==> src/rtl/led_flow_ctrl.sv <==
// led_flow_ctrl: debounces the four board buttons and sequences the
// flowing-light shifter (load/step strobes, direction, step rate).

// One button front end: 2-FF synchronizer, stability debounce and a
// one-cycle press pulse on the rising edge of the debounced level.
module led_flow_btn #(
  parameter int unsigned DB_CYCLES = 1
) (
  input  logic clk,
  input  logic rst_n,
  input  logic btn,
  output logic press
);
  localparam logic [31:0] DB_LAST = 32'(DB_CYCLES - 1);

  logic        sync1;
  logic        sync2;
  logic        level;
  logic [31:0] db_cnt;

  // Bring the raw asynchronous button into the clk domain.
  always_ff @(posedge clk or negedge rst_n) begin
    if (!rst_n) begin
      sync1 <= 1'b0;
      sync2 <= 1'b0;
    end else begin
      sync1 <= btn;
      sync2 <= sync1;
    end
  end

  // Level follows the synchronized input only after DB_CYCLES stable cycles; a release flips it silently.
  always_ff @(posedge clk or negedge rst_n) begin
    if (!rst_n) begin
      level  <= 1'b0;
      db_cnt <= '0;
      press  <= 1'b0;
    end else begin
      press <= 1'b0;
      if (sync2 == level) begin
        db_cnt <= '0;
      end else if (db_cnt == DB_LAST) begin
        level  <= sync2;
        db_cnt <= '0;
        press  <= sync2;
      end else begin
        db_cnt <= db_cnt + 32'd1;
      end
    end
  end
endmodule

// state    | meaning
// ---------+--------------------------------------------------------
// ST_IDLE  | waiting for start; no steps, counter idle
// ST_RUN   | tick counter runs, step pulses every P cycles
// ST_PAUSE | counter frozen at its held value, no steps
module led_flow_ctrl #(
  parameter int unsigned TICK_BASE = 100_000_000,
  parameter int unsigned DB_CYCLES = 1_000_000
) (
  input  logic       clk,
  input  logic       rst_n,
  input  logic       btn_start,
  input  logic       btn_pause,
  input  logic       btn_dir,
  input  logic       btn_speed,
  output logic       load,
  output logic       step,
  output logic       dir,
  output logic [1:0] speed,
  output logic [1:0] state
);
  localparam logic [31:0] TB32 = 32'(TICK_BASE);

  typedef enum logic [1:0] {
    ST_IDLE  = 2'b00,
    ST_RUN   = 2'b01,
    ST_PAUSE = 2'b10
  } state_t;

  state_t      state_q;
  state_t      state_nxt;
  logic [31:0] tick_cnt;
  logic [31:0] tick_nxt;
  logic [31:0] period_m1;
  logic [31:0] period_nxt;
  logic        load_nxt;
  logic        step_nxt;
  logic        dir_nxt;
  logic [1:0]  speed_nxt;
  logic        wrap;
  logic        ev_start;
  logic        ev_pause;
  logic        ev_dir;
  logic        ev_speed;

  led_flow_btn #(.DB_CYCLES(DB_CYCLES)) u_btn_start (.clk(clk), .rst_n(rst_n), .btn(btn_start), .press(ev_start));
  led_flow_btn #(.DB_CYCLES(DB_CYCLES)) u_btn_pause (.clk(clk), .rst_n(rst_n), .btn(btn_pause), .press(ev_pause));
  led_flow_btn #(.DB_CYCLES(DB_CYCLES)) u_btn_dir   (.clk(clk), .rst_n(rst_n), .btn(btn_dir),   .press(ev_dir));
  led_flow_btn #(.DB_CYCLES(DB_CYCLES)) u_btn_speed (.clk(clk), .rst_n(rst_n), .btn(btn_speed), .press(ev_speed));

  assign state = state_q;

  // State, tick counter, registered P-1 and all registered outputs.
  always_ff @(posedge clk or negedge rst_n) begin
    if (!rst_n) begin
      state_q   <= ST_IDLE;
      tick_cnt  <= '0;
      period_m1 <= TB32 - 32'd1;
      load      <= 1'b0;
      step      <= 1'b0;
      dir       <= 1'b0;
      speed     <= 2'b00;
    end else begin
      state_q   <= state_nxt;
      tick_cnt  <= tick_nxt;
      period_m1 <= period_nxt;
      load      <= load_nxt;
      step      <= step_nxt;
      dir       <= dir_nxt;
      speed     <= speed_nxt;
    end
  end

  // Next-state: start beats pause and cancels a same-cycle wrap; a speed press always restarts the period.
  always_comb begin
    state_nxt = state_q;
    tick_nxt  = tick_cnt;
    load_nxt  = 1'b0;
    step_nxt  = 1'b0;
    dir_nxt   = dir ^ ev_dir;
    speed_nxt = speed + {1'b0, ev_speed};
    wrap      = (tick_cnt == period_m1);
    case (state_q)
      ST_IDLE: begin
        if (ev_start) begin
          load_nxt  = 1'b1;
          tick_nxt  = '0;
          state_nxt = ST_RUN;
        end
      end
      ST_RUN: begin
        if (ev_start) begin
          load_nxt = 1'b1;
          tick_nxt = '0;
        end else if (ev_pause) begin
          state_nxt = ST_PAUSE;
        end else begin
          tick_nxt = wrap ? '0 : tick_cnt + 32'd1;
          step_nxt = wrap;
        end
      end
      ST_PAUSE: begin
        if (ev_start) begin
          load_nxt  = 1'b1;
          tick_nxt  = '0;
          state_nxt = ST_RUN;
        end else if (ev_pause) begin
          // The resume cycle already counts, so the remaining P-1-k cycles run out on time.
          state_nxt = ST_RUN;
          tick_nxt  = wrap ? '0 : tick_cnt + 32'd1;
          step_nxt  = wrap;
        end
      end
      default: state_nxt = ST_IDLE;
    endcase
    if (ev_speed) tick_nxt = '0;
    period_nxt = (TB32 >> speed_nxt) - 32'd1;
  end
endmodule

==> config.mk <==
export PLATFORM = sky130hd
export DESIGN_NAME = led_flow_ctrl
export DESIGN_NICKNAME = d
export VERILOG_FILES = /design/src/rtl/led_flow_ctrl.sv
export SDC_FILE = /design/constraint.sdc
export NUM_CORES = 1
export LEC_CHECK = 0
export BUFFER_PORTS_ARGS = -buffer_cell sky130_fd_sc_hd__buf_2
export CAP_MARGIN = 0
export CORE_UTILIZATION = 46
export CTS_CLUSTER_SIZE = 24
export DETAILED_ROUTE_END_ITERATION = 12
export GPL_TIMING_DRIVEN = 0
export SLEW_MARGIN = 25
export SYNTH_ARGS = -nofsm -noshare
export SYNTH_HDL_FRONTEND = slang
export SYNTH_HIERARCHICAL = 1
export SYNTH_SLANG_ARGS = --single-unit
==> constraint.sdc <==
create_clock -name clk -period 3.9 [get_ports clk]
set_clock_uncertainty 0.05 [all_clocks]
set_input_delay 0.39 -clock clk [delete_from_list [all_inputs] [get_ports clk]]
set_output_delay 0.39 -clock clk [all_outputs]
set_load 0.01 [all_outputs]
==> results.ini <==
[floorplan]
die_area_sq_um = 23300
die_x_um = 153
rows = 54
start_util = 0.474
num_io_pins = 13
core_area_sq_um = 22000
die_y_um = 153

[synthesis]
synth.avg_cell_area_sq_um = 9.90
async_reset_ff_frac = 1.00
synthFlopType = dfrtp_1
synthCells = 1055
ys_ff_latch = 199
syn_area_sq_um = 10400
ys_seq_area_frac = 0.478
ys_types = 67
synth_edf_count = 0
yosysWarnings = 6

[timing]
slew_viol_final = 0
period_share = 0.784
period_needed_ns = 3.06
worst_slack_ns = 0.842
finalSetupViolations = 0
rsz0062_at_grt = no
fmax_mhz = 327
tightest_slew_ns = 0.739
slew_headroom = 0.507
hold_viol_final = 0

[clocking]
h-tree-depth = 4
path_clk_slew_ns = 0.07
cts_sinks = 199
cts_tree = yes
worstSkewPairLatency_ns = 0.43
numCtsBuffers = 17
cts_root_buf = clkbuf_16
cts_buffer_depth = 2

[worst_setup_path]
reg2reg_depth = 9
worstSetupEndpointType = flip-flop
setup.worst_path.class = reg -> reg
endpoint = tick_cnt[10]
regToRegSetupSlack_ns = 0.84
cp-start-kind = flip-flop
r2r-end = tick_cnt[10]
arrival_ns = 3.33
crit_fanout = 10
critPathRequiredTime_ns = 4.17
cp-startpoint = state[0]
r2r-start = state[0]

[route]
vias_per_cell = 5.83
drtIter0Drc = 582
wire_per_inst_um = 16.5
drt-total-wl_mm = 22.9
route.detailed.drc = 1
vias = 8103
first_pass_iters = 9
ant_nets = 0

[cells_and_area]
design_area_sq_um = 11600
layout_common_cells = 191 x dfrtp_1, 78 x a21oi_1, 74 x nand3_1
diodes = 0
layout.nets = 1112
filler_cell_count = 2045
layout-drive-gt1-share = 0.133
seq_area_sq_um = 4990
syn_to_final_growth_pct = 10.9
multiInputGateArea_sq_um = 5070
final_common_cell = dfrtp_1

[outcome]
failed_checks = DRC
status = complete, but fails checks

[power_and_ir_drop]
vdd_drop_max_uv = 271
p_leak_nw = 4.62
powerDensity_nw_per_um2 = 349

[placed_design]
dpl_worst_slack_ns = 0.897
dpl.hpwl_mm = 15.5
port_buffers = 12
placed_area_sq_um = 10900
gp_congestion = 0.784

[global_routing]
antenna_found_initial = 0
grt_util_all_layers = 0.206
grt-ovfl-total = 0
grt_pass1_wl_mm = 39.0
grt_max_degree = 88
grt_pass1_vias = 7664

[flow_run]
drv_cap = 0

[hold_path]
hp-class = in -> reg

-- critical path: stages (launching register included) --
cell,delay [ns]
dfrtp_1,0.41
inv_1,0.08
ha_1,0.27
nor3_1,0.21
a31oi_1,0.08
a21oi_1,0.62
clkbuf_1,0.50
buf_1,0.53
nand2_1,0.12
o311ai_1,0.09
-- cells in the mapped netlist (18+ instances only) --
cell type  count  area [sq um]
xor2_1        41           359
o21ai_0       53           265
and3_1        19           119
nor2_1        69           259
xnor2_1       32           280
a21oi_1       78           390
dfrtp_1      191          4780
nor3_1        18          90.1
o31ai_1       22           165
and4_1        19           166
or3_1         41           257
nand4_1       56           350
nand2_1       68           255
or4_1         25           188
clkbuf_1      18          67.6
inv_1         31           116
nand3_1       74           370
-- layer usage --
metal / wire length, um / up-vias / share of wire / track usage
met5: 0 / - / 0 / 0
met4: 208 / 0 / 0.0091 / 0.0611
met3: 584 / 13 / 0.026 / 0.0279
met2: 10300 / 99 / 0.45 / 0.313
met1: 11800 / 3989 / 0.51 / 0.305
li1: - / 4002 / - / -
-- flip-flops by register name, indices dropped and copies added (netlist names), 2 cells and up --
register            flops
speed                   2
state                   2
u_btn_speed/db_cnt     32
u_btn_pause/db_cnt     32
u_btn_start/db_cnt     32
tick_cnt               32
period_m1              16
u_btn_dir/db_cnt       32
-- power by group --
group | internal (W) | switching (W) | total, W
Clock | 0.00105 | 0.000795 | 0.00184
Sequential | 0.00208 | 0.0000165 | 0.00210
Combinational | 0.0000281 | 0.0000768 | 0.000105
Total | 0.00316 | 0.000888 | 0.00404
-- cells by family after synthesis --
logic type,synth area share
AND/OR/NAND/NOR,0.275
AO/OA/AOI/OAI,0.129
flip-flops,0.478
buffers and inverters,0.0383
XOR/XNOR,0.0612
adder cells (fa/ha/maj),0.0120
multiplexers,0.00623
other,0.000719
-- worst min path at each step --
stage                                 start                endpoint  slack (ns)  cells after the start
after detailed placement              rst_n  u_btn_pause/db_cnt[21]        0.24                      1
after global placement    u_btn_start/sync1       u_btn_start/sync2        0.28                      0
after floorplan                       rst_n                     dir        0.04                      0
after global routing              btn_speed       u_btn_speed/sync1        0.04                      1
final                             btn_speed       u_btn_speed/sync1        0.05                      1
after CTS                         btn_speed       u_btn_speed/sync1        0.04                      1
-- area by class of cell --
| type | instances | area share |
|---|---|---|
| multi-input cells | 783 | 0.438 |
| flip-flops and latches | 199 | 0.431 |
| clock buffers | 21 | 0.0398 |
| well taps | 280 | 0.0303 |
| plain buffers | 45 | 0.0242 |
| repair buffers | 18 | 0.0143 |
| clock inverters | 11 | 0.0126 |
| inverters | 32 | 0.0104 |
-- per-stage QoR --
step	instances	setup TNS (ns)	hold slack [ns]	utilization	power (W)
floorplan	1059	0	0.0444	-	0.00217
global placement	1351	-206.66	0.285	0.493	0.00223
detailed placement	1353	0	0.243	0.496	0.00224
CTS	1389	0	0.0351	0.526	0.00410
global route	1389	0	0.0397	0.526	0.00418
finish	1389	0	0.0479	0.526	0.00404
-- what timing repair did --
item,CTS,global route
endpoints found under the hold margin,38,0
hold buffers,4,0
setup buffers,0,0
gates resized for setup,0,0
(Power assumes the default switching activity.)
